File: src/rtl/arp_hdr_rewrite.sv
// ARP result consumer: holds a routed packet's first beat until its ARP result
// arrives, rewrites MACs/TTL/checksum/output port, then streams the body through.
module arp_hdr_rewrite #(
  parameter int C_M_AXIS_DATA_WIDTH  = 256,
  parameter int C_S_AXIS_DATA_WIDTH  = 256,
  parameter int C_M_AXIS_TUSER_WIDTH = 128,
  parameter int C_S_AXIS_TUSER_WIDTH = 128,
  parameter int SRC_PORT_POS         = 16,
  parameter int DST_PORT_POS         = 24,
  parameter int RES_DEPTH_BITS       = 2
) (
  input  logic                              AXI_ACLK,
  input  logic                              AXI_RESETN,
  input  logic [C_S_AXIS_DATA_WIDTH-1:0]    S_AXIS_TDATA,
  input  logic [C_S_AXIS_DATA_WIDTH/8-1:0]  S_AXIS_TSTRB,
  input  logic [C_S_AXIS_TUSER_WIDTH-1:0]   S_AXIS_TUSER,
  input  logic                              S_AXIS_TVALID,
  input  logic                              S_AXIS_TLAST,
  output logic                              S_AXIS_TREADY,
  output logic [C_M_AXIS_DATA_WIDTH-1:0]    M_AXIS_TDATA,
  output logic [C_M_AXIS_DATA_WIDTH/8-1:0]  M_AXIS_TSTRB,
  output logic [C_M_AXIS_TUSER_WIDTH-1:0]   M_AXIS_TUSER,
  output logic                              M_AXIS_TVALID,
  output logic                              M_AXIS_TLAST,
  input  logic                              M_AXIS_TREADY,
  input  logic                              arp_done,
  input  logic                              arp_hit,
  input  logic [47:0]                       dest_mac,
  input  logic [31:0]                       oq_reg_out,
  input  logic [47:0]                       mac0,
  input  logic [47:0]                       mac1,
  input  logic [47:0]                       mac2,
  input  logic [47:0]                       mac3,
  output logic [31:0]                       forwarded_count,
  output logic [31:0]                       arp_miss_count,
  output logic [31:0]                       ttl_expired_count,
  output logic                              res_overflow
);

  localparam int RES_DEPTH = 1 << RES_DEPTH_BITS;
  localparam int RES_W     = 57;
  localparam logic [RES_DEPTH_BITS:0] PTR_ONE = {{RES_DEPTH_BITS{1'b0}}, 1'b1};

  typedef enum logic [2:0] {
    ST_IDLE      = 3'd0,
    ST_WAIT_RES  = 3'd1,
    ST_HEAD_OUT  = 3'd2,
    ST_HEAD_PASS = 3'd3,
    ST_BODY      = 3'd4
  } state_t;

  state_t                            state_q, state_d;
  logic [C_M_AXIS_DATA_WIDTH-1:0]    hold_data_q;
  logic [C_M_AXIS_DATA_WIDTH/8-1:0]  hold_strb_q;
  logic [C_M_AXIS_TUSER_WIDTH-1:0]   hold_user_q;
  logic                              hold_last_q;
  logic [RES_W-1:0]                  res_mem_q [RES_DEPTH];
  logic [RES_DEPTH_BITS:0]           wr_ptr_q, rd_ptr_q;
  logic [31:0]                       fwd_cnt_q, miss_cnt_q, ttl_cnt_q;
  logic                              ovf_q;

  logic                              res_empty_s, res_full_s, push_s, pop_s, load_s;
  logic [RES_W-1:0]                  res_head_s;
  logic                              res_hit_s, ok_s;
  logic [47:0]                       res_mac_s, src_mac_s;
  logic [7:0]                        res_oq_s, ttl_s, redirect_s;
  logic [15:0]                       csum_s, csum_new_s;
  logic [16:0]                       csum_sum_s;
  logic [C_M_AXIS_DATA_WIDTH-1:0]    rw_data_s;
  logic [C_M_AXIS_TUSER_WIDTH-1:0]   rw_user_s;
  logic                              unused_s;

  assign unused_s    = ^oq_reg_out[31:8];
  assign res_empty_s = (wr_ptr_q == rd_ptr_q);
  assign res_full_s  = (wr_ptr_q[RES_DEPTH_BITS] != rd_ptr_q[RES_DEPTH_BITS]) &&
                       (wr_ptr_q[RES_DEPTH_BITS-1:0] == rd_ptr_q[RES_DEPTH_BITS-1:0]);
  // A pop in the same cycle frees the slot, so a full FIFO can still accept.
  assign push_s      = arp_done && (!res_full_s || pop_s);
  assign res_head_s  = res_mem_q[rd_ptr_q[RES_DEPTH_BITS-1:0]];

  assign forwarded_count   = fwd_cnt_q;
  assign arp_miss_count    = miss_cnt_q;
  assign ttl_expired_count = ttl_cnt_q;
  assign res_overflow      = ovf_q;

  // Header rewrite of the held beat using the result at the FIFO head
  always_comb begin
    rw_data_s  = hold_data_q;
    rw_user_s  = hold_user_q;
    res_hit_s  = res_head_s[56];
    res_mac_s  = res_head_s[55:8];
    res_oq_s   = res_head_s[7:0];
    ttl_s      = hold_data_q[79:72];
    csum_s     = hold_data_q[63:48];
    csum_sum_s = {1'b0, csum_s} + 17'h00100;
    csum_new_s = csum_sum_s[15:0] + {15'd0, csum_sum_s[16]};
    ok_s       = res_hit_s && (ttl_s > 8'd1);
    case (res_oq_s)
      8'h01:   src_mac_s = mac0;
      8'h04:   src_mac_s = mac1;
      8'h10:   src_mac_s = mac2;
      8'h40:   src_mac_s = mac3;
      default: src_mac_s = mac0;
    endcase
    // CPU port for a physical port is the next bit up; lowest port bit wins.
    casez (hold_user_q[SRC_PORT_POS +: 8])
      8'b???????1: redirect_s = 8'h02;
      8'b?????1?0: redirect_s = 8'h08;
      8'b???1?0?0: redirect_s = 8'h20;
      8'b?1?0?0?0: redirect_s = 8'h80;
      default:     redirect_s = 8'h02;
    endcase
    if (ok_s) begin
      rw_data_s[255:208]           = res_mac_s;
      rw_data_s[207:160]           = src_mac_s;
      rw_data_s[79:72]             = ttl_s - 8'd1;
      rw_data_s[63:48]             = csum_new_s;
      rw_user_s[DST_PORT_POS +: 8] = res_oq_s;
    end else begin
      rw_user_s[DST_PORT_POS +: 8] = redirect_s;
    end
  end

  // Next state, handshakes and output mux
  always_comb begin
    state_d       = state_q;
    load_s        = 1'b0;
    pop_s         = 1'b0;
    S_AXIS_TREADY = 1'b0;
    M_AXIS_TVALID = 1'b0;
    M_AXIS_TDATA  = hold_data_q;
    M_AXIS_TSTRB  = hold_strb_q;
    M_AXIS_TUSER  = hold_user_q;
    M_AXIS_TLAST  = hold_last_q;
    case (state_q)
      ST_IDLE: begin
        S_AXIS_TREADY = AXI_RESETN;
        if (S_AXIS_TVALID) begin
          load_s = 1'b1;
          if (S_AXIS_TUSER[DST_PORT_POS +: 8] == 8'd0) begin
            state_d = ST_WAIT_RES;
          end else begin
            state_d = ST_HEAD_PASS;
          end
        end else begin
          state_d = ST_IDLE;
        end
      end
      ST_WAIT_RES: begin
        if (!res_empty_s) begin
          pop_s   = 1'b1;
          state_d = ST_HEAD_OUT;
        end else begin
          state_d = ST_WAIT_RES;
        end
      end
      ST_HEAD_OUT, ST_HEAD_PASS: begin
        M_AXIS_TVALID = 1'b1;
        if (M_AXIS_TREADY) begin
          state_d = hold_last_q ? ST_IDLE : ST_BODY;
        end else begin
          state_d = state_q;
        end
      end
      ST_BODY: begin
        M_AXIS_TDATA  = S_AXIS_TDATA;
        M_AXIS_TSTRB  = S_AXIS_TSTRB;
        M_AXIS_TUSER  = S_AXIS_TUSER;
        M_AXIS_TLAST  = S_AXIS_TLAST;
        M_AXIS_TVALID = S_AXIS_TVALID;
        S_AXIS_TREADY = M_AXIS_TREADY;
        if (S_AXIS_TVALID && M_AXIS_TREADY && S_AXIS_TLAST) begin
          state_d = ST_IDLE;
        end else begin
          state_d = ST_BODY;
        end
      end
      default: state_d = ST_IDLE;
    endcase
  end

  // State, held head beat, result FIFO and event counters
  always_ff @(posedge AXI_ACLK or negedge AXI_RESETN) begin
    if (!AXI_RESETN) begin
      state_q     <= ST_IDLE;
      hold_data_q <= '0;
      hold_strb_q <= '0;
      hold_user_q <= '0;
      hold_last_q <= 1'b0;
      wr_ptr_q    <= '0;
      rd_ptr_q    <= '0;
      fwd_cnt_q   <= 32'd0;
      miss_cnt_q  <= 32'd0;
      ttl_cnt_q   <= 32'd0;
      ovf_q       <= 1'b0;
      for (int i = 0; i < RES_DEPTH; i++) begin
        res_mem_q[i] <= '0;
      end
    end else begin
      state_q <= state_d;
      if (load_s) begin
        hold_data_q <= S_AXIS_TDATA;
        hold_strb_q <= S_AXIS_TSTRB;
        hold_user_q <= S_AXIS_TUSER;
        hold_last_q <= S_AXIS_TLAST;
      end else if (pop_s) begin
        hold_data_q <= rw_data_s;
        hold_user_q <= rw_user_s;
      end
      if (push_s) begin
        res_mem_q[wr_ptr_q[RES_DEPTH_BITS-1:0]] <= {arp_hit, dest_mac, oq_reg_out[7:0]};
        wr_ptr_q <= wr_ptr_q + PTR_ONE;
      end
      if (arp_done && res_full_s && !pop_s) begin
        ovf_q <= 1'b1;
      end
      if (pop_s) begin
        rd_ptr_q <= rd_ptr_q + PTR_ONE;
        if (ok_s) begin
          fwd_cnt_q <= fwd_cnt_q + 32'd1;
        end else if (!res_hit_s) begin
          miss_cnt_q <= miss_cnt_q + 32'd1;
        end else begin
          ttl_cnt_q <= ttl_cnt_q + 32'd1;
        end
      end
    end
  end

endmodule

File: config.mk
export PLATFORM = sky130hd
export DESIGN_NAME = arp_hdr_rewrite
export DESIGN_NICKNAME = d
export VERILOG_FILES = /design/src/rtl/arp_hdr_rewrite.sv
export SDC_FILE = /design/constraint.sdc
export NUM_CORES = 2
export LEC_CHECK = 0
export ABC_CLOCK_PERIOD_IN_PS = 3000
export BUFFER_PORTS_ARGS = -buffer_cell sky130_fd_sc_hd__clkbuf_2
export CAP_MARGIN = 15
export CORE_AREA = 2 2 477 479
export DETAILED_ROUTE_END_ITERATION = 8
export DIE_AREA = 0 0 479 481
export GPL_ROUTABILITY_DRIVEN = 0
export PLACE_DENSITY = 0.32
export SLEW_MARGIN = 20
export SYNTH_ARGS = -nofsm -noshare
export SYNTH_HDL_FRONTEND = slang
export SYNTH_SLANG_ARGS = --single-unit
File: constraint.sdc
create_clock -name AXI_ACLK -period 3 [get_ports AXI_ACLK]
set_clock_uncertainty 0.15 [all_clocks]
set_input_delay 0.6 -clock AXI_ACLK [delete_from_list [all_inputs] [get_ports AXI_ACLK]]
set_output_delay 0.6 -clock AXI_ACLK [all_outputs]
set_load 0.02 [all_outputs]
Word-level counts from Yosys, hierarchy flattened
Index checks and enable logic that the tools add are counted.

Bitwise logic cells: 4. Equal/unequal tests: 14. Reductions and logical operators: 20. $add $sub $neg: 8. Muxes and demuxes: 33. $lt $le $gt $ge: 4.

Operators by type and width (number): 256-bit two-way mux (3); 128-bit two-way mux (2); 228-bit bitwise mux (1); 57-bit two-way mux (3); 48-bit case mux with 3 select lines (1); 57-bit binary-select mux with 2-bit select (1); 57-bit demux with 2-bit select (1); 32-bit by 1-bit adder with 32-bit output (second input constant) (3); 96-bit two-way mux (1); 32-bit two-way mux (2); 8-bit case mux with 3 select lines (1); 16-bit by 9-bit adder with 17-bit output (second input constant) (1); 16-bit by 1-bit adder with 16-bit output (1); 16-bit two-way mux (1); 8-bit two-way mux (2); 3-bit two-way mux (4); 3-bit case mux with 4 select lines (1); 8-bit by 3-bit == test with 1-bit output (second input constant) (1); 8-bit by 5-bit == test with 1-bit output (second input constant) (1); 8-bit by 7-bit == test with 1-bit output (second input constant) (1); 8-bit by 1-bit greater-than comparator with 1-bit output (second input constant) (1); 1-bit logical AND (8); 8-bit zero test (1); 8-bit by 1-bit subtractor with 8-bit output (second input constant) (1); 24 further kinds (40).

Output and inout bits: 516. Register bits after elaboration: 751. Bits of input ports: 695.

Logic depth before layout (Yosys ltp)
Depth in word-level cells: 9. Gate-level depth with buffers: 10. Depth with buffers taken out: 10.

Least setup slack after synthesis
Ideal clock, no wire load.

Path type: register to output. Start: register state_q[2]. End: output port M_AXIS_TDATA[219]. Arrival: 2.151 ns. Path slack: 0.099 ns. Stages on the path, launching flop included: 7. Data required time: 2.250 ns. Cell sequence: dfrtp_1 > clkbuf_1 > nor3b_1 > clkbuf_1 > clkbuf_1 > clkbuf_1 > mux2_2.

Longest elaborated chain between the ends: 2.

RTL lines: start, declared (RTL line 52) `state_t state_q, state_d;`; start signal, assigned (RTL line 200) `state_q <= state_d;`; 3-bit == test (RTL line 135) `case (state_q)`; 256-bit two-way mux (RTL line 135); end, declared (RTL line 20) `output logic [C_M_AXIS_DATA_WIDTH-1:0] M_AXIS_TDATA,`.

No other way between the ends.

Final worst setup path
Start: register state_q[1]. End: output port M_AXIS_TDATA[42].

The elaborated chain is that of the path after synthesis.

==> out/results.ini <==
[routing]
drtPass1Iterations=5
drt-met1-wl_um=87200
drt_iter0_drc=1781
via_per_inst=4.10
ant_nets=0
wl_met2_um=93700
vias=34500
topRoutingLayerUsed=met5
wl_per_cell_um=23.6
drc=0
wl_met3_um=12100
wirelength_um=198000

[critical_path]
crit_path_end_kind=output pin
cp_num_buf_inv=5
r2r_end=hold_data_q[168]
rr_worst_depth=8
r2r-start=rd_ptr_q[0]
critPathLaunchType=flip-flop
critPathTopFamily=buffers and inverters
r2r_slack_ns=-0.24
path_cells=nor3b_4 > buf_12 > buf_16 > buf_12 > buf_16 > mux2_2 > clkbuf_2
crit_arrival_ns=2.63
crit_path_max_incr_delay_ns=0.42
critPathRequiredTime_ns=2.25
endpoint=M_AXIS_TDATA[42]
crit_fanout=12
cp_slowest_cell=dfrtp_1
critPathLaunch=state_q[1]
worstSetupPathType=reg2out
path_depth=7

[finish]
fill_cells=24200
drive_gt1_share_pct=43.0
area_growth_pct=57.4
final_cell_area_um2=59600
nets=6007
fin_cells=8408

[timing]
hold_violations=0
max_freq_ghz=0.296
fin_crit_ns=3.38
rsz0062_at_grt=yes
setup_ws_ns=-0.380
tightest_slew_ns=1.10
finalSetupViolCount=442
maxSlewHeadroom_pct=26.6
slew_viol_final=0
finalCritPeriodShare_pct=113

[power_and_ir_drop]
ir_drop_mv=0.567
p_int_mw=38.3
p_comb_share_pct=55.8
power_density_nw_per_um2=1120
total_leakage_power_nw=28.0
pwr-share-seq_pct=25.4
p_switching_mw=28.6
pwr-share-clk_pct=18.7
sw_frac_of_total_pct=42.8

[synth]
yosys_warnings=0
ys_seq_area_share_pct=49.6
yosysTopAreaCellShare_pct=49.6
synthTopCellsByCount=1028 x nand2_1, 751 x dfrtp_1, 642 x mux2_2, 166 x clkbuf_1, 85 x xnor2_1
async_flop_share_pct=100
synth_edf_count=0
synth_nets=4206
synth_cells=3497
synth_seq_cells=751
syn_area_um2=37900
ys.flop_type=dfrtp_1
yosys-top-cells-area=dfrtp_1 50%, mux2_2 19%, nand2_1 10%
synth.most_common_cell=nand2_1
syn_area_per_cell_um2=10.8
yosys.area.top_type=dfrtp_1
synthDistinctLibCells=65

[clock_tree]
cts_root_buf=clkbuf_16
clk_pin_slew_worst_paths_ns=0.05
clk_latency_ns=0.73
cts.sinks=751
cts_tree=done
clockBufferDepth=3
cts.htree.levels=3
numCtsBuffers=102

[die]
ioPinCount=1211
core_area_um2=226000
std_cell_rows=175
die_w_um=479
initial_core_util_pct=16.8
die_area_um2=230000
die_y_um=481

[global_routing]
globalRouteOverflowTotal=0
antenna_found_initial=78
grt_pass1_vias=35000
grt_pass1_wl_um=274000
grt_use_total_pct=16.5
grt_max_degree=138

[run_status]
violations=negative setup slack
status=finished with violations

[place]
placed_cells=7629
placed_cell_area_um2=48700
post-dp-hpwl_um=148000
numPortBuffers=1186

[run]
max_cap_violations=0

[min_path]
hold_path.class=in2reg

timing repair:
action	4_1_cts	5_1_grt
resized for setup	213	247
endpoints found under the setup margin	450	695
gates cloned	13	8
setup buffers	12	8
hold buffers	534	0
endpoints found under the hold margin	883	0
per-stage QoR:
step / util [%] / setup slack [ns] / power [mW] / setup TNS, ns / hold slack [ns]
2_1_floorplan: - / 0.0988 / 36.8 / 0 / 0.154
3_3_place_gp: 21.6 / -0.114 / 51.5 / -0.601 / 0.301
3_5_place_dp: 21.6 / -0.112 / 51.6 / -0.805 / 0.298
4_1_cts: 26.1 / -0.520 / 67.3 / -177.79 / 0.00182
5_1_grt: 26.4 / -0.540 / 71.0 / -212.62 / 0.0363
6_report: 26.4 / -0.380 / 67.0 / -120.84 / 0.0891
kinds of logic (layout without fill, tap and decap cells):
| family | after synthesis | in the layout | share of synthesized area [%] |
|---|---|---|---|
| xor+xnor | 107 | 107 | 2.47 |
| compound gates | 331 | 331 | 7.34 |
| fa+ha+maj | 14 | 14 | 0.462 |
| flops | 751 | 751 | 49.6 |
| simple gates | 1302 | 1302 | 14.3 |
| other cells | 0 | 25 | 0 |
| buf+inv | 290 | 2167 | 3.32 |
| mux | 702 | 702 | 22.5 |
sequential cells by signal, indices dropped and copies added, names as in the netlist, 32 cells and up:
signal             count
hold_data_q          256
res_mem_q            228
hold_user_q          128
arp_miss_count        32
forwarded_count       32
hold_strb_q           32
ttl_expired_count     32
layout make-up:
class | count | area [um2] | share of cell area (%)
tap | 3009 | 3760 | 6.31
sequential | 751 | 18800 | 31.5
clock buffer | 151 | 2920 | 4.89
antenna | 25 | 62.6 | 0.105
clock inverter | 29 | 419 | 0.703
multi-input combinational | 2456 | 18300 | 30.7
timing repair buffer | 1939 | 15200 | 25.4
inverter | 48 | 180 | 0.302
worst min-delay path, delay by kind of cell:
kind | cells | cell delay, ns
AOI/OAI and AO/OA | 2 | 0.23
buffers and inverters | 1 | 0.10
worst min-delay path by stage:
stage | depth (start not counted) | from | end
floorplan | 0 | AXI_RESETN | arp_miss_count[0]
global placement | 2 | hold_data_q[208] | hold_data_q[208]
detailed placement | 1 | res_overflow | res_overflow
CTS | 3 | mac2[1] | hold_data_q[161]
global route | 3 | mac2[19] | hold_data_q[179]
finish | 3 | mac2[19] | hold_data_q[179]
cells in the final DEF (no fill, tap or decap), drive strengths merged, types with 8 or more instances in the layout:
cell         synthesis  routed
nand2             1029    1029
nor3                20      20
buf                 76     303
bufinv               0       8
o21ai               27      27
diode                0      25
ha                  14      14
inv                 48      49
mux4                57      57
and4                11      11
and2                 8       8
a221o               12      12
a32o                49      49
o221ai              33      33
nor2                63      63
nand3               64      64
xnor2               85      85
a22oi               56      56
dlygate4sd3          0     534
a21oi                8       8
o22ai               18      18
a31oi               52      52
mux2               642     642
clkbuf             166    1250
o211ai              22      22
nor4                14      14
nand4               38      38
xor2                22      22
dfrtp              751     751
a2bb2oi             33      33
clkinv               0      17
and3                21      21
power by group through the flow:
stage,clock (mW),sequential [mW],combinational (mW)
5_1_grt,13.5,17.6,40.0
3_5_place_dp,0,17.2,34.4
6_report,12.5,17.0,37.4
4_1_cts,13.1,17.0,37.1
3_3_place_gp,0,17.0,34.5
2_1_floorplan,0,16.4,20.5
metal layers:
layer,global-route usage [%],vias to the layer above
li1,-,15900
met1,21.6,17200
met2,26.8,1024
met3,4.18,276
met4,4.46,74
met5,0,-
No activity file was read; power rests on OpenSTA's default activity.
